[src/rtl/check_password.sv]
// Password stage of the access controller: collects six hex digits, fetches the
// stored password for the authenticated ID from ROM, compares, and enforces lockout.
module check_password #(
  parameter int ROM_LATENCY = 2,
  parameter int MAX_TRIES   = 3,
  parameter int LOCK_CYCLES = 50000000
) (
  input  logic        Clk,
  input  logic        Reset,
  input  logic [3:0]  InputSwitches,
  input  logic        EnterPswd,
  input  logic        LogOutPulse,
  input  logic        IDOK,
  input  logic [4:0]  InternalID,
  input  logic [23:0] RomQ,
  output logic [4:0]  RomAddr,
  output logic        PswdOK,
  output logic        PswdFail,
  output logic        LockOut,
  output logic [2:0]  TriesLeft
);

  localparam int              WaitW    = (ROM_LATENCY > 1) ? $clog2(ROM_LATENCY) : 1;
  localparam logic [WaitW-1:0] WaitLast = WaitW'(ROM_LATENCY - 1);
  localparam logic [2:0]      MaxTries = 3'(MAX_TRIES);
  localparam logic [31:0]     LockLast = 32'(LOCK_CYCLES - 1);

  typedef enum logic [2:0] {Idle, Digit, Fetch, Wait, Catch, Compare, Success, Locked} state_t;

  state_t           state, nextState;
  logic [2:0]       digitCnt, digitCntNext;
  logic [23:0]      enteredPswd, pswdNext;
  logic [23:0]      storedPswd, storedNext;
  logic [WaitW-1:0] waitCnt, waitCntNext;
  logic [31:0]      lockCnt, lockCntNext;
  logic [2:0]       failCount, failNext;
  logic [4:0]       romAddrNext;
  logic             failPulse;

  always_comb begin
    nextState    = state;
    digitCntNext = digitCnt;
    pswdNext     = enteredPswd;
    storedNext   = storedPswd;
    waitCntNext  = waitCnt;
    lockCntNext  = lockCnt;
    failNext     = failCount;
    romAddrNext  = RomAddr;
    failPulse    = 1'b0;
    // Lockout must run to completion, so only Locked is immune to abort/logout.
    if (state != Locked && (!IDOK || LogOutPulse)) begin
      nextState    = Idle;
      digitCntNext = '0;
      pswdNext     = '0;
      if (state == Success && IDOK) failNext = '0;
    end else begin
      case (state)
        Idle: begin
          digitCntNext = '0;
          pswdNext     = '0;
          nextState    = Digit;
        end
        Digit: begin
          if (EnterPswd) begin
            pswdNext = {enteredPswd[19:0], InputSwitches};
            if (digitCnt == 3'd5) begin
              digitCntNext = '0;
              nextState    = Fetch;
            end else begin
              digitCntNext = digitCnt + 3'd1;
            end
          end
        end
        Fetch: begin
          romAddrNext = InternalID;
          waitCntNext = '0;
          nextState   = Wait;
        end
        Wait: begin
          if (waitCnt == WaitLast) nextState = Catch;
          else waitCntNext = waitCnt + 1'b1;
        end
        Catch: begin
          storedNext = RomQ;
          nextState  = Compare;
        end
        Compare: begin
          if (enteredPswd == storedPswd) begin
            failNext  = '0;
            nextState = Success;
          end else begin
            failPulse = 1'b1;
            failNext  = failCount + 3'd1;
            if (failNext == MaxTries) begin
              lockCntNext = '0;
              nextState   = Locked;
            end else begin
              digitCntNext = '0;
              pswdNext     = '0;
              nextState    = Digit;
            end
          end
        end
        Success: nextState = Success;
        Locked: begin
          if (lockCnt == LockLast) begin
            lockCntNext = '0;
            failNext    = '0;
            nextState   = Idle;
          end else begin
            lockCntNext = lockCnt + 32'd1;
          end
        end
        default: nextState = Idle;
      endcase
    end
  end

  // Outputs are registered from next-state values so they align with the state they describe.
  always_ff @(posedge Clk) begin
    if (!Reset) begin
      state       <= Idle;
      digitCnt    <= '0;
      enteredPswd <= '0;
      storedPswd  <= '0;
      waitCnt     <= '0;
      lockCnt     <= '0;
      failCount   <= '0;
      RomAddr     <= '0;
      PswdOK      <= 1'b0;
      PswdFail    <= 1'b0;
      LockOut     <= 1'b0;
      TriesLeft   <= MaxTries;
    end else begin
      state       <= nextState;
      digitCnt    <= digitCntNext;
      enteredPswd <= pswdNext;
      storedPswd  <= storedNext;
      waitCnt     <= waitCntNext;
      lockCnt     <= lockCntNext;
      failCount   <= failNext;
      RomAddr     <= romAddrNext;
      PswdOK      <= (nextState == Success);
      PswdFail    <= failPulse;
      LockOut     <= (nextState == Locked);
      TriesLeft   <= MaxTries - failNext;
    end
  end

endmodule

[config.mk]
export PLATFORM = sky130hd
export DESIGN_NAME = check_password
export DESIGN_NICKNAME = d
export VERILOG_FILES = /design/src/rtl/check_password.sv
export SDC_FILE = /design/constraint.sdc
export NUM_CORES = 1
export LEC_CHECK = 0
export ABC_AREA = 1
export CAP_MARGIN = 20
export CORE_UTILIZATION = 59
export DETAILED_ROUTE_END_ITERATION = 8
export PLACE_DENSITY = 0.84
export SETUP_SLACK_MARGIN = 0.1
export SYNTH_ARGS = -nofsm -noshare
export SYNTH_HDL_FRONTEND = slang
export SYNTH_SLANG_ARGS = --single-unit
export TNS_END_PERCENT = 30
[constraint.sdc]
create_clock -name Clk -period 2 [get_ports Clk]
set_input_delay 0.3 -clock Clk [delete_from_list [all_inputs] [get_ports Clk]]
set_output_delay 0.3 -clock Clk [all_outputs]
set_load 0.02 [all_outputs]
==> results of run 1 <==
## registers in the layout, indices dropped and copies added, names as in the netlist, 2 cells and up, named ones only
signal,flops
lockCnt,32
digitCnt,3
storedPswd,24
TriesLeft,2
state,3
failCount,2
RomAddr,5
enteredPswd,24
## final timing paths
kind / from / endpoint / slack [ns] / cells after the start
max reg2reg: lockCnt[7]$_SDFFE_PN0P_ / lockCnt[26]$_SDFFE_PN0P_ / 0.19 / 8
max: lockCnt[7]$_SDFFE_PN0P_ / lockCnt[26]$_SDFFE_PN0P_ / 0.19 / 8
min reg2reg: storedPswd[4]$_SDFFE_PN0P_ / storedPswd[4]$_SDFFE_PN0P_ / 0.47 / 2
min: storedPswd[4]$_SDFFE_PN0P_ / storedPswd[4]$_SDFFE_PN0P_ / 0.47 / 2
## Yosys cell counts (all sizes together) (6+ instances only)
master,instances
a21oi,61
buf,17
clkbuf,15
dfxtp,100
inv,131
nand2,290
nand3,64
nand4,18
nor2,121
nor3,16
o21ai,35
or2,10
xor2,6
## power by group through the flow
stage          sequential, W  combinational (W)  clock (W)
4_1_cts              0.00200           0.000217    0.00138
6_report             0.00200           0.000226    0.00136
3_3_place_gp         0.00205           0.000214          0
3_5_place_dp         0.00205           0.000215          0
5_1_grt              0.00200           0.000245    0.00145
2_1_floorplan        0.00204           0.000104          0
## worst max-delay path, cell delays in order, from the launching register on
cell	delay (ns)
dfxtp_1	0.44
inv_1	0.14
nor3_1	0.30
nand2_1	0.13
nor2_1	0.35
nand2_1	0.10
nand2_1	0.06
nand3_1	0.08
a21oi_2	0.14
## kinds of logic after synthesis
logic type | after synthesis | synth area share [%]
AND/OR/NAND/NOR | 527 | 40.9
buffers and inverters | 163 | 11.6
AO/OA/AOI/OAI | 104 | 11.4
flip-flops | 100 | 34.5
XOR/XNOR | 6 | 0.907
adder cells (fa/ha/maj) | 3 | 0.648
## repair_timing
item | in CTS | in global routing
hold endpoints to repair | 0 | 0
buffers inserted | 0 | 1
endpoints found under the setup margin | 0 | 65
resized for setup | 0 | 25
## per-stage QoR
step / setup slack, ns / area, um2
floorplan: 0.351 / 5790
global placement: -0.00288 / 6600
detailed placement: -0.0444 / 6600
CTS: 0.130 / 6800
global route: 0.0879 / 6870
finish: 0.186 / 6870
## layout make-up
cell class / instances / area [um2]
multi-input combinational: 640 / 3170
fill: 815 / 2500
sequential: 100 / 2010
timing repair buffer: 86 / 836
inverter: 131 / 492
tap: 129 / 161
clock buffer: 12 / 145
clock inverter: 4 / 55.1
## per-layer routing
layer	global-route usage [%]	vias up	routed length (um)
met5	0	-	0
met4	6.35	0	148
met3	6.24	20	1020
met2	45.2	173	6210
met1	41.0	2483	6690
li1	-	2951	-
==> flow_summary.json, run 1 <==
{
  "total_power_w": 0.00359,
  "ioPinCount": 49,
  "yosysTopAreaCellShare_pct": 34.5,
  "p_int_w": 0.00273,
  "syn_nets": 944,
  "path_clk_slew_ns": 0.10,
  "path_max_fanout": 5,
  "final-setup-viol-count": 0,
  "rsz0062_at_grt": "yes",
  "die_x_um": 101,
  "utilization_pct": 73.4,
  "clock-sinks": 100,
  "ys_async_sr_fraction_pct": 0,
  "dr.pass1.iters": 5,
  "synth.area.top_cells": "dfxtp_1, nand2_1, inv_1",
  "grt_pass1_wl_um": 23400,
  "grt.total_usage_pct": 28.9,
  "yosys.area.top_type": "dfxtp_1",
  "coreArea_mm2": 0.00937,
  "ir_drop_mv": 0.353,
  "vias": 5627,
  "dp.cells": 1084,
  "cts_made_buffers": 9,
  "dieArea_mm2": 0.0102,
  "hold_ws_ns": 0.473,
  "synth-edff-count": 0,
  "remaining_drc_errors": 0,
  "relSlewSlack_pct": 69.1,
  "grt_overflow": 0,
  "post-route-period-util_pct": 90.7,
  "critPathKind": "flop to flop",
  "port_buffers": 48,
  "seq_power_share_pct": 55.7,
  "cts_root_buf": "clkbuf_8",
  "area_growth_syn_to_layout_pct": 18.6,
  "fin_setup_tns_ns": 0,
  "final_common_cell": "nand2_1",
  "dp_hpwl_um": 10000,
  "synth_ff_type": "dfxtp_1",
  "final_cell_mix": "nand2_1, inv_1, nor2_1",
  "maxCapViolCount": 0,
  "synth_area_mm2": 0.00579,
  "initial_core_util_pct": 61.8,
  "gp_congestion": 0.989,
  "ctsHtreeMaxLevel": 3,
  "clkPwrFrac_pct": 38.0,
  "slew_violations": 0,
  "ctsHoldBuffers": 0,
  "drt_wl_total_um": 14100,
  "cts_tree": "built",
  "synth_cells": 903,
  "antenna_found_initial": 0,
  "fin_skew_ns": 0.0135,
  "avgSynthCellArea_um2": 6.42,
  "finalCriticalPeriod_ns": 1.81,
  "grt_pass1_vias": 5110,
  "cp_data_arrival_time_ns": 2.12,
  "die_h_um": 101,
  "grt_max_degree": 31,
  "cp.required_ns": 2.31,
  "cts_buffer_depth": 2,
  "drt_iter0_drc": 430,
  "finish.net_count": 1009,
  "hold_viol_final": 0,
  "viasPerCell": 5.11,
  "cp-start-kind": "flop",
  "drtAntennaViolNets": 0,
  "powerDensity_mw_per_mm2": 522,
  "ys_warn_count": 0,
  "cp-end-kind": "flop",
  "fmax_mhz": 551,
  "n_antenna_cell": 0,
  "pwr-share-comb_pct": 6.3,
  "row_count": 35,
  "tightest_slew_ns": 0.460,
  "clock_latency_ns": 0.38,
  "hold_path.class": "flop to flop",
  "fin_cells": 1102,
  "synth_seq_cells": 100,
  "seq_area_frac_synth_pct": 34.5,
  "post_drt_wl_per_cell_um": 12.8,
  "leakagePower_nw": 3.00,
  "run_status": "completed",
  "yosysUniqueCellTypes": 31,
  "switching_share_pct": 23.9,
  "switchingPower_w": 0.000856,
  "drive_gt1_share_pct": 19.7
}
Power figures use the tool's default switching activity.
==> run 2, diff against run 1 <==
--- a/config.mk
+++ b/config.mk
@@ -14,4 +14,4 @@
 export SYNTH_ARGS = -nofsm -noshare
 export SYNTH_HDL_FRONTEND = slang
 export SYNTH_SLANG_ARGS = --single-unit
-export TNS_END_PERCENT = 30
+export TNS_END_PERCENT = 10
==> run 2 against run 1 <==
Net effect: routed wire length did not move; flip-flop and latch count unchanged; clock power is essentially flat; power about the same; die area unchanged; highest routed layer unchanged; non-clock buffer count did not move; utilization about the same; clock skew unchanged; critical path depth is the same; combinational power is essentially flat; via count unchanged; register-to-register slack hardly changed.
==> flow_summary.json, run 2 (same netlist as run 1, synthesis figures left out) <==
{
  "run_status": "completed",
  "n_antenna_cell": 0,
  "ctsHtreeMaxLevel": 3,
  "area_growth_syn_to_layout_pct": 18.6,
  "fin_cells": 1102,
  "switchingPower_w": 0.000856,
  "ctsHoldBuffers": 0,
  "grt_pass1_vias": 5110,
  "antenna_found_initial": 0,
  "die_x_um": 101,
  "cp.required_ns": 2.31,
  "leakagePower_nw": 3.00,
  "relSlewSlack_pct": 69.1,
  "path_max_fanout": 5,
  "utilization_pct": 73.3,
  "drtAntennaViolNets": 0,
  "fmax_mhz": 551,
  "largest_reg_flops": 32,
  "cts_root_buf": "clkbuf_8",
  "dp_hpwl_um": 10000,
  "fillers": 816,
  "postPlaceCellArea_mm2": 0.00660,
  "cts_tree": "built",
  "ioPinCount": 49,
  "final_cell_mix": "nand2_1, inv_1, nor2_1",
  "cp_data_arrival_time_ns": 2.12,
  "powerDensity_mw_per_mm2": 522,
  "clock_latency_ns": 0.38,
  "vias": 5627,
  "r2r_end": "lockCnt[26]$_SDFFE_PN0P_",
  "path_clk_slew_ns": 0.10,
  "maxCapViolCount": 0,
  "pwr-share-comb_pct": 6.3,
  "port_buffers": 48,
  "finalCriticalPeriod_ns": 1.81,
  "cp-end-kind": "flop",
  "regMostFlops": "lockCnt",
  "timing.rr.start": "lockCnt[7]$_SDFFE_PN0P_",
  "grt_pass1_wl_um": 23400,
  "cts_buffer_depth": 2,
  "finish.net_count": 1009,
  "dpl_worst_slack_ns": -0.0444,
  "clock-sinks": 100,
  "hold_path.class": "flop to flop",
  "row_count": 35,
  "final-setup-viol-count": 0,
  "tightest_slew_ns": 0.460,
  "clkPwrFrac_pct": 38.0,
  "coreArea_mm2": 0.00937,
  "p_int_w": 0.00273,
  "grt.total_usage_pct": 28.9,
  "seq_power_share_pct": 55.7,
  "remaining_drc_errors": 0,
  "cp-startpoint": "lockCnt[7]$_SDFFE_PN0P_",
  "worstRegToRegCells": 8,
  "drt_iter0_drc": 430,
  "reg_top3": "lockCnt (32), enteredPswd (24), storedPswd (24)",
  "final_common_cell": "nand2_1",
  "drive_gt1_share_pct": 19.6,
  "ir_drop_mv": 0.353,
  "cp-start-kind": "flop",
  "die_h_um": 101,
  "initial_core_util_pct": 61.8,
  "gp_congestion": 0.989,
  "dr.pass1.iters": 5,
  "grt_overflow": 0,
  "fin_skew_ns": 0.0135,
  "rrSetupSlack_ns": 0.19,
  "grt_max_degree": 31,
  "switching_share_pct": 23.9,
  "hold_ws_ns": 0.473,
  "drt_wl_total_um": 14100,
  "endpoint": "lockCnt[26]$_SDFFE_PN0P_",
  "min-delay-start": "storedPswd[4]$_SDFFE_PN0P_",
  "hold_viol_final": 0,
  "dieArea_mm2": 0.0102,
  "fin_area_mm2": 0.00687,
  "critPathKind": "flop to flop",
  "cts_made_buffers": 9,
  "fin_ws_ns": 0.186,
  "slew_violations": 0,
  "viasPerCell": 5.11,
  "post_drt_wl_per_cell_um": 12.8,
  "post-route-period-util_pct": 90.7,
  "rsz0062_at_grt": "yes",
  "dp.cells": 1084
}
## run 2: worst min-delay path by stage
| stage | to | slack, ns | cells after the start |
|---|---|---|---|
| global placement | storedPswd[1]$_SDFFE_PN0P_ | 0.46 | 2 |
| detailed placement | storedPswd[20]$_SDFFE_PN0P_ | 0.46 | 2 |
| CTS | storedPswd[4]$_SDFFE_PN0P_ | 0.48 | 2 |
| finish | storedPswd[4]$_SDFFE_PN0P_ | 0.47 | 2 |
| global route | storedPswd[12]$_SDFFE_PN0P_ | 0.50 | 2 |
| floorplan | storedPswd[3]$_SDFFE_PN0P_ | 0.43 | 2 |
## run 2: repair_timing
action,in CTS,in global routing
gates resized for setup,0,24
buffers inserted,0,1
endpoints found under the setup margin,0,65
## run 2: cell type report
| type | instances | area (um2) | area share (%) |
|---|---|---|---|
| Multi-Input combinational cell | 640 | 3170 | 46.2 |
| Timing Repair Buffer | 86 | 836 | 12.2 |
| Clock buffer | 12 | 145 | 2.11 |
| Clock inverter | 4 | 55.1 | 0.801 |
| Sequential cell | 100 | 2010 | 29.3 |
| Inverter | 131 | 492 | 7.15 |
| Tap cell | 129 | 161 | 2.35 |
## run 2: through the flow
stage                     TNS [ns]  total power, W
after global routing             0         0.00370
after floorplan                  0         0.00215
after detailed placement   -0.0812         0.00226
after CTS                        0         0.00360
after global placement    -0.00406         0.00226
final                            0         0.00359
## run 2: power groups by stage
| stage | logic [W] | registers [W] | clock network (W) |
|---|---|---|---|
| finish | 0.000226 | 0.00200 | 0.00136 |
| global route | 0.000245 | 0.00200 | 0.00145 |
| CTS | 0.000217 | 0.00200 | 0.00138 |
| detailed placement | 0.000215 | 0.00205 | 0 |
| global placement | 0.000214 | 0.00205 | 0 |
| floorplan | 0.000104 | 0.00204 | 0 |
## run 2: critical path: stages, from the launching register on
cell and delay (ns):
dfxtp_1 0.44, inv_1 0.14, nor3_1 0.30, nand2_1 0.13, nor2_1 0.35, nand2_1 0.10, nand2_1 0.06, nand3_1 0.08
a21oi_2 0.14
## run 2: per-layer routing
layer,vias up,routed length [um],global-route usage [%]
li1,2951,-,-
met1,2483,6690,41.0
met2,173,6210,45.2
met3,20,1020,6.24
met4,0,148,6.35
met5,-,0,0
==> variant, RTL diff (config.mk and constraints of run 2) <==
The output `PswdOK` loses its register stage (`PswdOK` becomes a continuous assignment).
--- a/src/rtl/check_password.sv
+++ b/src/rtl/check_password.sv
@@ -129,3 +129,2 @@
       RomAddr     <= '0;
-      PswdOK      <= 1'b0;
       PswdFail    <= 1'b0;
@@ -142,3 +141,2 @@
       RomAddr     <= romAddrNext;
-      PswdOK      <= (nextState == Success);
       PswdFail    <= failPulse;
@@ -149,2 +147,4 @@
 
+  assign PswdOK = (nextState == Success);
+
 endmodule
Formal check against the unedited RTL: no difference found for any inputs over 10 cycles, from zero or initial values and one cycle with Reset low; that may be too few to reach the edited logic, so the function may still have changed.
==> variant against run 2 <==
  * The run now ends with negative setup slack left
  * Total power grew 0.22%
  * Largest cell class unchanged
  * Routed wire length grew 32%
  * Largest power group unchanged
  * Area after synthesis shrank 3.4%
  * Sequential cell count shrank 1
  * Sequential share of layout area shrank 3.2 points
  * Final area grew 14%
  * Worst setup slack lost 0.54 ns
  * Clock skew is essentially flat
==> variant: results (changes against run 2) <==
- Status: complete, but fails checks (was finished clean)
- Failing checks: negative setup slack
- GRT met2 Usage: 0.625 (was 0.452)
- Clock transition at path regs: 0.12 ns (was 0.10 ns)
- Comb_multi_in: 656 (was 640)
- Worst-Margin Slew: 0.450 ns (was 0.460 ns)
- Vias: 6,853 (was 5,627)
- NonClk Buf Share: 0.231 (was 0.122)
- HPWL Detailed: 10.8 mm (was 10.0 mm)
- DR WL met2: 9.10 mm (was 6.21 mm)
- Layout cell share with drive strength beyond 1: 0.313 (was 0.196)
- Met1 WL: 7.18 mm (was 6.69 mm)
- Worst path slowest cell: dfxtp_2 (was dfxtp_1)
- Final setup TNS: -4.88 ns (was 0 ns)
- Register area share after synthesis: 0.354 (was 0.345)
- FILL cells: 539 (was 816)
- Multi-input combinational area share: 0.405 (was 0.462)
- Peak VDD IR: 384 uV (was 353 uV)
- WHS: 0.493 ns (was 0.473 ns)
- CP Max Fanout: 3 (was 5)
- First-pass iteration count of the detailed router: 9 (was 5)
- Wire per inst: 15.3 um (was 12.8 um)
- CP endpoint: PswdOK (was lockCnt[26])
- Post-Synth Adder-Cell Area: 0.00671 (was 0.00648)
- Final setup fails: 34 (was 0)
- Reg2reg setup slack: -0.17 ns (was 0.19 ns)
- Static Leak: 3.57 nW (was 3.00 nW)
- Netlist cell types: 35 (was 31)
- Via/cell ratio: 5.62 (was 5.11)
- Setup ws final: -0.358 ns (was 0.186 ns)
- Final Net Count: 1,144 (was 1,009)
- Storage cell area: 0.00204 mm2 (was 0.00201 mm2)
- Met3 wire length: 1.41 mm (was 1.02 mm)
[variant: cell count changes in the layout (fill, tap and decap cells not counted), moves of 6 or more]
cell and delta:
a21oi_1 +25, a21oi_2 -23, buf_4 +118, dfxtp_1 -41, dfxtp_2 +39, inv_1 -30
inv_2 +25, nand2_1 +16, nand2_2 -12, nand3_1 +10, nand3_2 -6
[variant: cell families (layout without fill, tap and decap cells)]
logic type | count (synthesis) | count (layout)
simple gates | 536 | 536
buf+inv | 162 | 353
compound gates | 109 | 109
flops | 99 | 99
xor+xnor | 8 | 8
fa+ha+maj | 3 | 3
[variant: how the worst min path moves through the flow]
stage | from | endpoint | cells after the start
2_1_floorplan | RomQ[3] | storedPswd[3] | 2
3_3_place_gp | RomAddr[2] | RomAddr[2] | 2
3_5_place_dp | RomAddr[1] | RomAddr[1] | 2
4_1_cts | RomAddr[2] | RomAddr[2] | 2
5_1_grt | RomAddr[3] | RomAddr[3] | 2
6_report | RomAddr[2] | RomAddr[2] | 2
